$ cat src/rtl/sys_defs_pkg.sv
// Shared core definitions: memory interface types, fetch/decode packets,
// fetch width N and fetch request queue sizing.
package sys_defs_pkg;

    localparam int unsigned N             = 2;
    localparam int unsigned FETCH_Q_DEPTH = 4;
    localparam int unsigned FQ_IDX_W      = 2;   // log2(FETCH_Q_DEPTH)
    localparam int unsigned FQ_CNT_W      = 3;   // holds 0..FETCH_Q_DEPTH

    typedef logic [3:0]  MEM_TAG;
    typedef logic [63:0] MEM_BLOCK;
    typedef logic [31:0] ADDR;
    typedef logic [31:0] INST;

    typedef enum logic [1:0] {
        MEM_NONE  = 2'h0,
        MEM_LOAD  = 2'h1,
        MEM_STORE = 2'h2
    } MEM_COMMAND;

    typedef struct packed {
        logic squash;
        ADDR  PC;
    } ROB_IF_PACKET;

    typedef struct packed {
        INST  inst;
        ADDR  PC;
        ADDR  NPC;
        logic valid;
    } IF_ID_PACKET;

    // Fetch queue entry as stored
    typedef struct packed {
        logic     valid;
        MEM_TAG   tag;
        ADDR      blk_addr;
        logic     start_word;
        logic     data_valid;
        MEM_BLOCK data;
    } fq_entry_t;

    // Fetch queue entry as seen by the emit logic
    typedef struct packed {
        ADDR      blk_addr;
        logic     start_word;
        logic     data_valid;
        MEM_BLOCK data;
    } fq_view_t;

    // Select word 0 (low) or word 1 (high) of a fetched block
    function automatic INST blk_word(input MEM_BLOCK d, input logic w);
        return w ? d[63:32] : d[31:0];
    endfunction

endpackage

$ cat src/rtl/fetch_req_queue.sv
// Tagged in-order queue of outstanding/completed fetch block requests.
// Ports:
//   clock, reset        : clock, synchronous active-high reset
//   flush               : clear every entry (redirect)
//   push/push_*         : append a granted request at the tail
//   rsp_tag/rsp_data    : returned block; tag 0 = nothing returned
//   pop_cnt             : number of head entries retired this cycle
//   view[i]             : entry at head+i, oldest first
//   count, full         : occupancy
module fetch_req_queue
    import sys_defs_pkg::*;
(
    input  logic                clock,
    input  logic                reset,
    input  logic                flush,
    input  logic                push,
    input  MEM_TAG              push_tag,
    input  ADDR                 push_addr,
    input  logic                push_start,
    input  MEM_TAG              rsp_tag,
    input  MEM_BLOCK            rsp_data,
    input  logic [FQ_CNT_W-1:0] pop_cnt,
    output fq_view_t            view [FETCH_Q_DEPTH],
    output logic [FQ_CNT_W-1:0] count,
    output logic                full
);

    fq_entry_t           q [FETCH_Q_DEPTH];
    logic [FQ_IDX_W-1:0] head;
    logic [FQ_IDX_W-1:0] tail;

    // Capture, pop and push touch disjoint entries: capture only hits
    // waiting entries, pop only retires completed ones, push fills a free slot.
    always_ff @(posedge clock) begin
        if (reset || flush) begin
            for (int i = 0; i < FETCH_Q_DEPTH; i++) q[i] <= '0;
            head  <= '0;
            tail  <= '0;
            count <= '0;
        end else begin
            for (int i = 0; i < FETCH_Q_DEPTH; i++) begin
                if (q[i].valid && !q[i].data_valid && (rsp_tag != '0) && (q[i].tag == rsp_tag)) begin
                    q[i].data_valid <= 1'b1;
                    q[i].data       <= rsp_data;
                end
            end
            for (int k = 0; k < FETCH_Q_DEPTH; k++) begin
                if (FQ_CNT_W'(k) < pop_cnt) q[head + FQ_IDX_W'(k)].valid <= 1'b0;
            end
            if (push) begin
                q[tail] <= '{valid: 1'b1, tag: push_tag, blk_addr: push_addr,
                             start_word: push_start, data_valid: 1'b0, data: '0};
            end
            head  <= head + FQ_IDX_W'(pop_cnt);
            tail  <= tail + FQ_IDX_W'(push);
            count <= count - pop_cnt + FQ_CNT_W'(push);
        end
    end

    // Rotated view so the consumer always sees the oldest entry at index 0
    always_comb begin
        for (int i = 0; i < FETCH_Q_DEPTH; i++) begin
            view[i].blk_addr   = q[head + FQ_IDX_W'(i)].blk_addr;
            view[i].start_word = q[head + FQ_IDX_W'(i)].start_word;
            view[i].data_valid = q[head + FQ_IDX_W'(i)].data_valid;
            view[i].data       = q[head + FQ_IDX_W'(i)].data;
        end
    end

    assign full = (count == FQ_CNT_W'(FETCH_Q_DEPTH));

endmodule

$ cat src/rtl/stage_fetch.sv
// N-wide instruction fetch stage. Issues tagged 64-bit block loads, tracks
// them in fetch_req_queue and presents up to N program-ordered instructions
// per cycle to decode; a ROB squash flushes everything and restarts at PC.
// Optional: IF_MULTI_REQ_EN allows up to FETCH_Q_DEPTH loads in flight;
// otherwise a new load waits until no queued block is still waiting for data.
// Ports:
//   clock, reset              : clock, synchronous active-high reset
//   stall                     : decode not accepting this cycle
//   mem2proc_transaction_tag  : tag granted to this cycle's request (0 = reject)
//   mem2proc_data/_data_tag   : returned block and its tag (0 = none)
//   rob_if_packet             : squash + redirect PC
//   proc2Imem_command/_addr   : block load request (combinational)
//   if_id_packet[N]           : instructions to decode, slot 0 oldest (combinational)
module stage_fetch
    import sys_defs_pkg::*;
(
    input  logic                   clock,
    input  logic                   reset,
    input  logic                   stall,
    input  MEM_TAG                 mem2proc_transaction_tag,
    input  MEM_BLOCK               mem2proc_data,
    input  MEM_TAG                 mem2proc_data_tag,
    input  ROB_IF_PACKET           rob_if_packet,
    output MEM_COMMAND             proc2Imem_command,
    output ADDR                    proc2Imem_addr,
    output IF_ID_PACKET [N-1:0]    if_id_packet
);

    localparam ADDR BLK_MASK = ~ADDR'(7);

    ADDR                 fetch_pc;
    logic                head_word;
    fq_view_t            view [FETCH_Q_DEPTH];
    logic [FQ_CNT_W-1:0] count;
    logic                full;
    logic                req_gate;
    logic                req;
    logic                push;
    ADDR                 blk_addr;
    logic [FQ_CNT_W-1:0] walk_ent;
    logic                walk_word;
    logic [FQ_CNT_W-1:0] pop_cnt;
    logic [FQ_CNT_W-1:0] remain;

`ifdef IF_MULTI_REQ_EN
    assign req_gate = 1'b1;
`else
    // Single outstanding load: hold off while any queued block awaits data
    always_comb begin
        req_gate = 1'b1;
        for (int i = 0; i < FETCH_Q_DEPTH; i++) begin
            if ((FQ_CNT_W'(i) < count) && !view[i].data_valid) req_gate = 1'b0;
        end
    end
`endif

    assign blk_addr          = fetch_pc & BLK_MASK;
    assign req               = !full && !rob_if_packet.squash && !reset && req_gate;
    assign push              = req && (mem2proc_transaction_tag != '0);
    assign proc2Imem_command = req ? MEM_LOAD : MEM_NONE;
    assign proc2Imem_addr    = req ? blk_addr : '0;

    fetch_req_queue u_queue (
        .clock      (clock),
        .reset      (reset),
        .flush      (rob_if_packet.squash),
        .push       (push),
        .push_tag   (mem2proc_transaction_tag),
        .push_addr  (blk_addr),
        .push_start (fetch_pc[2]),
        .rsp_tag    (mem2proc_data_tag),
        .rsp_data   (mem2proc_data),
        .pop_cnt    (pop_cnt),
        .view       (view),
        .count      (count),
        .full       (full)
    );

    // Walk from the head entry/word filling slots until data runs out;
    // walk_ent/walk_word end at the first unemitted instruction.
    always_comb begin
        logic [FQ_CNT_W-1:0] r;
        logic                w;
        logic                stop;
        if_id_packet = '0;
        r    = '0;
        w    = head_word;
        stop = 1'b0;
        for (int s = 0; s < N; s++) begin
            if (!stop && (r < count) && view[r[FQ_IDX_W-1:0]].data_valid) begin
                if_id_packet[s].inst  = blk_word(view[r[FQ_IDX_W-1:0]].data, w);
                if_id_packet[s].PC    = view[r[FQ_IDX_W-1:0]].blk_addr + ADDR'({w, 2'b00});
                if_id_packet[s].NPC   = view[r[FQ_IDX_W-1:0]].blk_addr + ADDR'({w, 2'b00}) + ADDR'(4);
                if_id_packet[s].valid = 1'b1;
                if (w) begin
                    r = r + FQ_CNT_W'(1);
                    w = view[r[FQ_IDX_W-1:0]].start_word;
                end else begin
                    w = 1'b1;
                end
            end else begin
                stop = 1'b1;
            end
        end
        walk_ent  = r;
        walk_word = w;
        if (reset || rob_if_packet.squash) if_id_packet = '0;
    end

    assign pop_cnt = (stall || reset || rob_if_packet.squash) ? '0 : walk_ent;
    assign remain  = count - pop_cnt;

    // Next word of the head entry; a block pushed into an empty queue
    // becomes the head and starts at its own start_word.
    always_ff @(posedge clock) begin
        if (reset || rob_if_packet.squash) begin
            head_word <= 1'b0;
        end else begin
            if (!stall) head_word <= (walk_ent == count) ? 1'b0 : walk_word;
            if ((remain == '0) && push) head_word <= fetch_pc[2];
        end
    end

    // Next block to request; a rejected grant retries the same block
    always_ff @(posedge clock) begin
        if (reset) begin
            fetch_pc <= '0;
        end else if (rob_if_packet.squash) begin
            fetch_pc <= rob_if_packet.PC;
        end else if (push) begin
            fetch_pc <= blk_addr + ADDR'(8);
        end
    end

endmodule

$ cat config.mk
export PLATFORM = sky130hd
export DESIGN_NAME = stage_fetch
export DESIGN_NICKNAME = d
export VERILOG_FILES = /design/src/rtl/sys_defs_pkg.sv /design/src/rtl/fetch_req_queue.sv /design/src/rtl/stage_fetch.sv
export SDC_FILE = /design/constraint.sdc
export NUM_CORES = 1
export LEC_CHECK = 0
export BUFFER_PORTS_ARGS = -buffer_cell sky130_fd_sc_hd__buf_2
export CAP_MARGIN = 20
export CORE_MARGIN = 1
export CORE_UTILIZATION = 48
export CTS_BUF_LIST = sky130_fd_sc_hd__clkbuf_16
export DETAILED_ROUTE_END_ITERATION = 8
export PLACE_DENSITY = 0.68
export SETUP_SLACK_MARGIN = 0.3
export SYNTH_ARGS = -nofsm -noshare
export SYNTH_HDL_FRONTEND = slang
export SYNTH_SLANG_ARGS = --single-unit
$ cat constraint.sdc
create_clock -name clock -period 7.8 [get_ports clock]
set_input_delay 0.39 -clock clock [delete_from_list [all_inputs] [get_ports clock]]
set_output_delay 0.39 -clock clock [all_outputs]
set_load 0.01 [all_outputs]
# Word-level counts from Yosys, hierarchy flattened

Memory sizes are Yosys's and may differ from the RTL's. A register that Yosys moved wholly into a read port is not among the register bits.
Index checks and enable logic that the tools add are counted.

Add/subtract/negate cells: 13
$lt $le $gt $ge: 11
Equal/unequal tests: 7
Muxes and demuxes: 75
Bitwise logic cells: 10
Reduce and logical (&&, ||, !) cells: 44

Operators with widths:

| kind                  | count |
|---|---|
| $bmux 98 s2           | 2 |
| $mux 64               | 4 |
| $mux 100              | 2 |
| $reduce_or 100->1     | 2 |
| $mux 98               | 2 |
| $mux 194              | 1 |
| $mux 97               | 2 |
| $mux 32               | 5 |
| $mux 66               | 2 |
| $add 32x3->32         | 2 |
| $add 32x3->32 const B | 2 |
| $mux 1                | 47 |
| $add 32x4->32 const B | 1 |
| $logic_and 1x1->1     | 24 |
| $eq 4x4->1            | 4 |
| $lt 1x3->1 const A    | 4 |
| $lt 2x3->1 const A    | 4 |
| $logic_not 1->1       | 11 |
| $mux 3                | 3 |
| $mux 4                | 2 |
| $or 1x1->1            | 8 |
| $reduce_bool 4->1     | 2 |
| $ge 3x3->1 const B    | 2 |
| $mux 2                | 3 |
| other kinds (15)      | 19 |

Register bits: 40
Memory bits (writable): 400
Bits of input ports: 108
Word-level logic and storage cells: 166
Memories: 1

Memories:

| name      | depth | bits a word | rd ports | clocked after memory_dff | wr ports | RTL line              | RTL |
|---|---|---|---|---|---|---|---|
| u_queue.q | 4     | 100         | 8        | 1                        | 7        | fetch_req_queue.sv:28 | `fq_entry_t q [FETCH_Q_DEPTH];` |

# Longest topological paths before layout

Gate-level depths: netlist (run 1).

Depth after elaboration: 17
Depth in mapped cells: 22
Gate-level depth less buffers: 14

# By module

A second synthesis (run 1) with hierarchy kept.

Cells, all modules: 2,695
Area total of the unflattened synthesis: 31,890.6 µm²

Modules (own cells, without submodules):

| module          | times used | cells each | area an instance (µm²) |
|---|---|---|---|
| fetch_req_queue | 1          | 1,579      | 24,116.9 |
| stage_fetch     | 1          | 1,116      | 7,773.7 |

# Worst setup path before layout (run 1)

Ideal clock, no wire load.

Kind: register to register
Start: register u_queue.head[0]
End: register head_word
Library setup time: 74 ps
Data arrival time: 4,926 ps
Required time: 7,726 ps
Setup slack: 2,799 ps
Stages on the path, launching flop included: 22
Buffers on the path: 8
Clock period less this slack: 5,001 ps
Path through: dfxtp_1 > buf_6 > buf_12 > clkbuf_8 > buf_6 > buf_6 > clkbuf_1 > inv_1 > ha_1 > buf_2 > mux4_1 > nor2_1 > a21oi_2 > buf_2 > ha_1 > o211ai_1 > nor2_1 > fa_1 > xnor2_1 > nand2_1 > or3_1 > a31oi_1

Word-level cells in the longest chain between the ends: 12
Elaborated cells between the ends (all ways): 37
Classes of those cells: add/sub (4); eq/ne (2); mux (19); reduce/logical (11); memory (1)

Ends and longest elaborated chain:

| item                                                  | RTL line                                     | RTL |
|---|---|---|
| start: declaration                                    | fetch_req_queue.sv:29                        | `logic [FQ_IDX_W-1:0] head;` |
| start signal: assignment                              | fetch_req_queue.sv:54                        | `head <= head + FQ_IDX_W'(pop_cnt);` |
| $add 2x2->2 or $add 2x1->2 (tied branches)            | fetch_req_queue.sv:64, fetch_req_queue.sv:65 |  |
| $mem_v2 4x100 *                                       | --                                           |  |
| $bmux 98 s2                                           | stage_fetch.sv:90                            | `if (!stop && (r < count) && view[r[FQ_IDX_W-1:0]].data_valid) begin` |
| $mux 98 (2 in a row)                                  | --                                           |  |
| $logic_and 1x1->1                                     | stage_fetch.sv:90                            |  |
| $mux 3                                                | stage_fetch.sv:90                            |  |
| $mux 3                                                | stage_fetch.sv:110                           | `assign pop_cnt = (stall \|\| reset \|\| rob_if_packet.squash) ? '0 : walk_ent;` |
| $sub 3x3->3                                           | stage_fetch.sv:111                           | `assign remain = count - pop_cnt;` |
| $logic_not 3->1                                       | stage_fetch.sv:120                           | `if ((remain == '0) && push) head_word <= fetch_pc[2];` |
| $logic_and 1x1->1                                     | stage_fetch.sv:120                           |  |
| $ne 2x1->1 (no source line) or $mux 1 (tied branches) | --                                           |  |
| end signal: assignment                                | stage_fetch.sv:119                           | `if (!stall) head_word <= (walk_ent == count) ? 1'b0 : walk_word;` |
| end signal: assignment                                | stage_fetch.sv:120                           |  |
| end: declaration                                      | stage_fetch.sv:32                            | `logic head_word;` |

Mark *: on every way between the ends. The rest lies on a longest branch, timed or not. The select of a mux whose other input is x is not followed.
A chain may end at the register's enable or synchronous reset.

==> flow_metrics.env, run 1 <==
export IMPL_path_cells="inv_1, ha_1, buf_4, mux4_2, mux2i_1, inv_1, ha_1, o21ai_1, nand3b_1, nor4_1, nor3b_1, buf_2"
export IMPL_core_area_um2=51400
export IMPL_p_per_area_nw_per_um2=181
export IMPL_fin_crit_ns=6.15
export IMPL_critPathMaxFanout=31
export IMPL_vdd_drop_max_mv=0.146
export IMPL_required_ns=7.41
export IMPL_slew_viol_final=0
export IMPL_grt_overflow=0
export IMPL_totalWireLength_mm=82.3
export IMPL_htreeDepth=2
export IMPL_cts_root_buffer="clkbuf_16"
export IMPL_syn_area_per_cell_um2=9.39
export IMPL_setup_ws_ns=1.65
export IMPL_grt_pass1_vias=21354
export IMPL_die_h_um=230
export IMPL_cts_repair_resize_count=0
export IMPL_drive_gt1_share_pct=22.4
export IMPL_ys_ff_latch=438
export IMPL_synthCells=2661
export IMPL_yosys_area_top_type_share_pct=24.2
export IMPL_grt_pass1_wl_mm=124
export IMPL_drv_cap=0
export IMPL_rsz0062_at_grt="no"
export IMPL_clock_sinks=438
export IMPL_status="finished, final reports clean"
export IMPL_syn_area_um2=25000
export IMPL_die_area_um2=53000
export IMPL_critPathSlowestCell="ha_1"
export IMPL_vias=22241
export IMPL_synth_area_leader_cell="dfxtp_1"
export IMPL_register_area_um2=10100
export IMPL_setup_tns_ns=0
export IMPL_fin_nets=2961
export IMPL_cp_end_kind="output pin"
export IMPL_cts_reportedPaths_clkPinSlew_ns=0.06
export IMPL_multi_input_area_um2=13700
export IMPL_criticalPathCategory="reg2out"
export IMPL_max_freq_ghz=0.163
export IMPL_worst_pin_slew_ns=1.05
export IMPL_hold_buffers=0
export IMPL_wl_per_cell_um=23.1
export IMPL_synth_edf_count=136
export IMPL_cts_buffer_depth=3
export IMPL_synth_distinct_cells=81
export IMPL_numCtsBuffers=48
export IMPL_place_ws_ns=2.40
export IMPL_critPathTopFamily="buffers and inverters"
export IMPL_fillers=4483
export IMPL_min_period_over_period_pct=78.8
export IMPL_drc=0
export IMPL_setup_viol=0
export IMPL_antenna_found_initial=15
export IMPL_seq_area_frac_synth_pct=40.5
export IMPL_final_common_cell="nand2_1"
export IMPL_cp_num_buf_inv=4
export IMPL_crit_arrival_ns=5.76
export IMPL_holdCritPathClass="in2reg"
export IMPL_r2r_cells=10
export IMPL_clock_latency_ns=0.60
export IMPL_vias_per_cell=6.23
export IMPL_layout_common_cells="nand2_1, buf_2, a21oi_1"
export IMPL_syn2layout_area_growth_pct=13.6
export IMPL_die_w_um=230
export IMPL_place_gp_congestion=0.903
export IMPL_io_pins=336
export IMPL_drtAntennaViolNets=0
export IMPL_fp_row_count=83
export IMPL_p_leak_nw=10.2
export IMPL_first_pass_iters=6
export IMPL_detail_route_iter0_violations=2507
export IMPL_hold_viol=0
export IMPL_synth_warnings=0
export IMPL_hpwl_mm=49.7
export IMPL_cpPeakStageDelay_ns=0.73
export IMPL_grt_start_max_net_pins=68
export IMPL_min_path_cells=3
export IMPL_synthTopCellsByArea="dfxtp_1, edfxtp_1, mux4_2"
export IMPL_start_util_pct=48.6
export IMPL_cts_tree="yes"
export IMPL_post_cts_setup_buffers=0
export IMPL_async_flop_share_pct=0
export IMPL_io_buffers=321
export IMPL_fin_util_pct=55.2
export IMPL_grt_util_all_layers_pct=30.2
export IMPL_cp_num_cells=12
export IMPL_skew_ns=0.0179
export IMPL_ys_flop_type="dfxtp_1"
export IMPL_slew_headroom_pct=29.3
export IMPL_crit_path_start_kind="register"
[flip-flops by register name (all words and copies together), names as in the netlist]
name	cells
u_queue.tail	2
u_queue.head	2
fetch_pc	30
u_queue.q	400
u_queue.count	3
head_word	1
[cell families (layout without fill, tap and decap cells)]
| logic type | after synthesis | after routing | share of synthesized area, % |
|---|---|---|---|
| DFF | 438 | 438 | 40.5 |
| and+or+nand+nor | 1191 | 1191 | 21.9 |
| adders and majority gates | 12 | 12 | 0.631 |
| AOI/OAI and AO/OA | 458 | 458 | 10.6 |
| buffers and inverters | 272 | 478 | 5.16 |
| other | 1 | 22 | 0.0150 |
| xor gates and xnor gates | 69 | 69 | 2.42 |
| muxes | 220 | 220 | 18.7 |
[final timing paths]
path	startpoint	endpoint	slack (ns)
worst max register to register	u_queue.head[0]	u_queue.q[2][84]	2.63
worst min-delay path	rob_if_packet[17]	fetch_pc[17]	0.05
worst min register to register	u_queue.q[0][50]	u_queue.q[0][50]	0.47
worst max-delay path	u_queue.head[0]	if_id_packet[124]	1.65
[per-stage QoR]
step | std cells | total power, mW | hold slack [ns] | cell area (um^2)
after floorplan | 2672 | 2.66 | 0.443 | 25000
after global placement | 3470 | 2.79 | 0.452 | 26700
after detailed placement | 3470 | 2.80 | 0.458 | 26700
after CTS | 3557 | 5.15 | 0.0223 | 28300
after global routing | 3564 | 5.27 | 0.0496 | 28400
final | 3568 | 5.14 | 0.0470 | 28400
[cell type report]
| class | instances | share of cell area, % |
|---|---|---|
| flip-flops and latches | 438 | 35.7 |
| repair buffers | 353 | 6.54 |
| inverters | 38 | 0.503 |
| diodes | 10 | 0.0882 |
| clock inverters | 37 | 1.33 |
| multi-input cells | 1962 | 48.4 |
| well taps | 680 | 3.00 |
| clock buffers | 50 | 4.41 |
[synth_stat cells (all sizes together) (25+ instances only)]
cell    count
a21oi     315
a22oi      32
and2      184
buf        66
clkbuf    168
dfxtp     302
edfxtp    136
inv        37
mux2i      25
mux4      192
nand2     690
nand3      34
nor2      110
nor3       47
nor4       35
o21ai      27
xnor2      45
[worst min-delay path, stage by stage]
cell and delay, ns:
buf_2 0.09, nand2_1 0.05, a31oi_1 0.06
[metal layers]
layer	GRT usage, %	wire length (um)
met5	0	58
met4	10.8	2390
met3	6.67	8830
met2	47.4	38200
met1	40.9	32800
[power breakdown]
part | internal (mW) | switching, mW | leakage (nW)
clock | 1.40 | 0.987 | 0.831
sequential | 2.39 | 0.0467 | 3.96
combinational | 0.103 | 0.212 | 5.45
Power figures use the tool's default switching activity.
==> run 2: changes to the inputs <==
clock period = 6.39 ns   (was 7.8 ns; I/O delays follow)
==> run 2 against run 1 <==
  * First-iteration DRC count grew 5.4%
  * Non-clock buffer count grew 72
  * Die area is the same
  * Wire length grew 0.25%
  * Total power grew 20%
  * Critical endpoint is now if_id_packet[128]
  * Largest power group unchanged
  * Highest routed layer unchanged
==> flow_metrics.env, run 2 (synthesis gave the netlist of run 1 again) <==
export IMPL_status="finished, final reports clean"
export IMPL_post_place_cells=3476
export IMPL_biggestRegsByFlops="u_queue.q x400, fetch_pc x30, u_queue.count x3"
export IMPL_crit_path_start_kind="register"
export IMPL_holdCritPathClass="in2reg"
export IMPL_post_cts_setup_buffers=0
export IMPL_final_cells=3634
export IMPL_drive_gt1_share_pct=21.7
export IMPL_grt_pass1_wl_mm=125
export IMPL_die_area_um2=53000
export IMPL_htreeDepth=2
export IMPL_vias=22561
export IMPL_clock_latency_ns=0.59
export IMPL_final_common_cell="nand2_1"
export IMPL_drtAntennaViolNets=0
export IMPL_cts_reportedPaths_clkPinSlew_ns=0.06
export IMPL_multi_input_area_um2=13700
export IMPL_die_h_um=230
export IMPL_fp_row_count=83
export IMPL_regMostFlops="u_queue.q"
export IMPL_vias_per_cell=6.21
export IMPL_die_w_um=230
export IMPL_slew_headroom_pct=22.9
export IMPL_crit_arrival_ns=5.14
export IMPL_drv_cap=0
export IMPL_clock_sinks=438
export IMPL_place_gp_congestion=0.883
export IMPL_skew_ns=0.0221
export IMPL_critPathMaxFanout=35
export IMPL_grt_pass1_vias=21799
export IMPL_worst_pin_slew_ns=1.12
export IMPL_p_per_area_nw_per_um2=213
export IMPL_numCtsBuffers=48
export IMPL_totalWireLength_mm=82.5
export IMPL_setup_tns_ns=0
export IMPL_first_pass_iters=6
export IMPL_start_util_pct=48.6
export IMPL_vdd_drop_max_mv=0.170
export IMPL_core_area_um2=51400
export IMPL_antenna_found_initial=4
export IMPL_fillers=4434
export IMPL_cts_buffer_depth=3
export IMPL_criticalPathCategory="reg2out"
export IMPL_cts_root_buffer="clkbuf_16"
export IMPL_fin_nets=3033
export IMPL_path_cells="inv_1, ha_1, buf_4, mux4_2, mux2i_1, inv_1, ha_1, o21ai_1, nand3b_1, nor4_1, mux2i_1, buf_2"
export IMPL_grt_util_all_layers_pct=30.4
export IMPL_io_buffers=321
export IMPL_min_path_cells=3
export IMPL_r2r_cells=14
export IMPL_cp_end_kind="output pin"
export IMPL_wl_per_cell_um=22.7
export IMPL_syn2layout_area_growth_pct=16.0
export IMPL_cpPeakStageDelay_ns=0.67
export IMPL_io_pins=336
export IMPL_fin_crit_ns=5.46
export IMPL_detail_route_iter0_violations=2643
export IMPL_min_period_over_period_pct=85.5
export IMPL_hold_viol=0
export IMPL_required_ns=6.07
export IMPL_largest_reg_flops=400
export IMPL_cts_repair_resize_count=0
export IMPL_drc=0
export IMPL_grt_start_max_net_pins=68
export IMPL_rsz0062_at_grt="no"
export IMPL_register_area_um2=10100
export IMPL_hpwl_mm=50.2
export IMPL_grt_overflow=0
export IMPL_setup_viol=0
export IMPL_layout_common_cells="nand2_1, buf_2, a21oi_1"
export IMPL_critPathSlowestCell="dfxtp_4"
export IMPL_p_leak_nw=10.5
export IMPL_hold_buffers=67
export IMPL_slew_viol_final=0
export IMPL_holdWs_ns=0.0200
export IMPL_max_freq_ghz=0.183
export IMPL_cts_tree="yes"
-- run 2: metal layers --
metal | up-vias | global-route usage [%] | part of all wire, %
met2 | 1370 | 48.2 | 47
li1 | 9931 | - | -
met4 | 6 | 12.0 | 3.2
met1 | 11054 | 40.5 | 39
met5 | - | 0 | 0.038
met3 | 200 | 6.56 | 11
-- run 2: stage by stage --
| stage | total power, mW | cell area (um^2) | util, % | worst slack (ns) |
|---|---|---|---|---|
| 6_report | 6.16 | 29000 | 56.4 | 0.929 |
| 2_1_floorplan | 3.25 | 25000 | - | 1.39 |
| 5_1_grt | 6.32 | 29000 | 56.4 | 0.710 |
| 3_3_place_gp | 3.40 | 26700 | 52.0 | 1.68 |
| 4_1_cts | 6.17 | 29000 | 56.4 | 1.02 |
| 3_5_place_dp | 3.42 | 26800 | 52.0 | 1.54 |
-- run 2: final cells by class --
class                   count  share of cell area, %
multi-input cells        1962                   47.4
flip-flops and latches    438                   35.0
repair buffers            425                   8.82
clock buffers              51                   4.40
well taps                 680                   2.94
clock inverters            39                  0.963
inverters                  38                  0.492
diodes                      1                0.00864
-- run 2: worst paths after layout --
check | start | end | slack (ns)
setup / recovery | u_queue.head[0] | if_id_packet[128] | 0.93
setup reg to reg | u_queue.head[0] | head_word | 1.45
hold / removal | rob_if_packet[16] | fetch_pc[16] | 0.02
hold reg to reg | u_queue.q[1][24] | u_queue.q[1][24] | 0.47
-- run 2: worst max-delay path: cells and delay by family (launching register included) --
kind / cells / cell delay (ns)
buffers and inverters: 4 / 1.11
adders and majority gates: 2 / 0.63
and+or+nand+nor: 2 / 0.61
AOI/OAI and AO/OA: 1 / 0.51
muxes: 3 / 0.98
DFF: 1 / 0.67
-- run 2: power by group --
group | switching [mW] | internal, mW
clock network | 1.16 | 1.60
logic | 0.267 | 0.153
registers | 0.0586 | 2.92
total | 1.49 | 4.67
==> run 3: changes to the inputs <==
CORE_UTILIZATION = 53   (was 48)
PLACE_DENSITY = 0.74   (was 0.68)
==> run 3 against run 2 <==
  * Clock skew is 0.0075 ns higher
  * Critical endpoint is now if_id_packet[125]
  * Maximum frequency is 8.6% higher
  * Clock power is 1% lower
  * Design area is 0.34% lower
  * Wire length is 2.4% lower
  * Die area is 9.4% lower
  * Cell count is 2.1% lower
  * Non-clock buffer count is 2 lower
  * Sequential share of layout area is 0.12 points higher
==> flow_metrics.env, run 3 (synthesis gave the netlist of run 1 again) <==
export IMPL_status="finished, final reports clean"
export IMPL_total_power_mw=6.12
export IMPL_regMostFlops="u_queue.q"
export IMPL_io_pins=336
export IMPL_critPathSlowestCell="buf_4"
export IMPL_vdd_drop_max_mv=0.226
export IMPL_hpwl_mm=48.5
export IMPL_setup_ws_ns=1.36
export IMPL_path_cells="buf_4, mux4_1, nand4_1, o22ai_1, nand4_1, buf_4, nor4_2, mux2i_1, buf_2"
export IMPL_clock_sinks=438
export IMPL_syn2layout_area_growth_pct=15.6
export IMPL_die_area_um2=48000
export IMPL_crit_arrival_ns=4.71
export IMPL_fin_crit_ns=5.03
export IMPL_grt_pass1_wl_mm=122
export IMPL_wl_per_cell_um=22.6
export IMPL_start_util_pct=53.7
export IMPL_setup_tns_ns=0
export IMPL_die_w_um=219
export IMPL_slew_headroom_pct=21.0
export IMPL_required_ns=6.07
export IMPL_comb_power_share_pct=6.8
export IMPL_critPathMaxFanout=42
export IMPL_final_common_cell="nand2_1"
export IMPL_grt_util_all_layers_pct=33.0
export IMPL_fp_row_count=79
export IMPL_vias=22666
export IMPL_drive_gt1_share_pct=22.0
export IMPL_io_buffers=321
export IMPL_worst_pin_slew_ns=1.18
export IMPL_grt_overflow=0
export IMPL_rrSetupSlack_ns=1.93
export IMPL_cpPeakStageDelay_ns=0.68
export IMPL_holdCritPathClass="in2reg"
export IMPL_htreeDepth=2
export IMPL_max_freq_ghz=0.199
export IMPL_hold_viol=0
export IMPL_vias_per_cell=6.37
export IMPL_totalWireLength_mm=80.5
export IMPL_die_h_um=219
export IMPL_largest_reg_flops=400
export IMPL_core_area_um2=46600
export IMPL_rsz0062_at_grt="no"
export IMPL_cp_end_kind="output pin"
export IMPL_slew_viol_final=0
export IMPL_first_pass_iters=6
export IMPL_grt_start_max_net_pins=87
export IMPL_setup_viol=0
export IMPL_p_leak_nw=10.5
export IMPL_cts_tree="yes"
export IMPL_cts_buffer_depth=3
export IMPL_cts_root_buffer="clkbuf_16"
export IMPL_drv_cap=0
export IMPL_layout_common_cells="nand2_1, buf_2, a21oi_1"
export IMPL_numCtsBuffers=47
export IMPL_fin_nets=3030
export IMPL_biggestRegsByFlops="u_queue.q x400, fetch_pc x30, u_queue.count x3"
export IMPL_grt_pass1_vias=21923
export IMPL_p_per_area_nw_per_um2=212
export IMPL_cts_repair_resize_count=0
export IMPL_holdWs_ns=0.0209
export IMPL_fin_util_pct=62.0
export IMPL_seqPwrFrac_pct=48.7
export IMPL_min_period_over_period_pct=78.7
export IMPL_detail_route_iter0_violations=2671
export IMPL_skew_ns=0.0297
export IMPL_cts_reportedPaths_clkPinSlew_ns=0.06
export IMPL_crit_path_start_kind="register"
export IMPL_switching_share_pct=24.3
export IMPL_p_sw_mw=1.49
export IMPL_clock_latency_ns=0.59
export IMPL_intPower_mw=4.63
export IMPL_criticalPathCategory="reg2out"
export IMPL_antenna_found_initial=5
export IMPL_place_ws_ns=1.99
export IMPL_clock_power_share_pct=44.5
export IMPL_place_gp_congestion=0.881
export IMPL_drtAntennaViolNets=0
export IMPL_drc=0
run 3: cell count changes in the layout (fill, tap and decap cells not counted), sizes merged:
| cell | previous run | this run |
|---|---|---|
| diode | 1 | 5 |
| inv | 50 | 47 |
| clkinv | 23 | 20 |
| clkbuf | 51 | 50 |
| buf | 358 | 360 |
| dlygate4sd3 | 67 | 62 |
| clkinvlp | 0 | 4 |
run 3: stage by stage:
stage	instances	area [um^2]
6_report	3559	28900
4_1_cts	3551	28800
3_5_place_dp	3403	26700
2_1_floorplan	2672	25000
5_1_grt	3556	28900
3_3_place_gp	3403	26700
run 3: repair_timing:
action,CTS,global route
hold buffers,62,0
hold endpoints to repair,170,0
setup buffers,0,0
run 3: critical path: cells and delay by family (launching register included):
family | cells | cell delay, ns
DFF | 1 | 0.40
buffers and inverters | 3 | 1.16
AOI/OAI and AO/OA | 1 | 0.68
muxes | 2 | 0.89
and+or+nand+nor | 3 | 0.97
run 3: path summary, 6_finish.rpt:
check	startpoint	end	cells past startpoint
hold / removal	mem2proc_data[57]	u_queue.q[2][57]	3
hold reg to reg	u_queue.q[2][63]	u_queue.q[2][63]	2
setup / recovery	u_queue.head[1]	if_id_packet[125]	9
setup reg to reg	u_queue.head[0]	head_word	12
run 3: power groups by stage:
stage	registers (mW)	clock network (mW)	logic [mW]
after CTS	2.98	2.74	0.406
after global placement	3.03	0	0.366
after global routing	2.99	2.85	0.440
final	2.98	2.72	0.414
after floorplan	3.01	0	0.237
after detailed placement	3.04	0	0.373
run 3: layout make-up:
| class | instances | area, um^2 |
|---|---|---|
| Inverter | 38 | 143 |
| Tap cell | 607 | 759 |
| Timing Repair Buffer | 423 | 2570 |
| Fill cell | 3825 | 17700 |
| Clock buffer | 49 | 1230 |
| Clock inverter | 37 | 300 |
| Multi-Input combinational cell | 1962 | 13700 |
| Sequential cell | 438 | 10100 |
| Antenna cell | 5 | 12.5 |
run 3: metal layers:
layer	track usage, %	vias up	share of wire [%]
met3	6.71	216	11
li1	-	9946	-
met2	53.5	1446	47
met4	13.5	4	3.2
met1	43.2	11054	38
met5	0	-	0.035
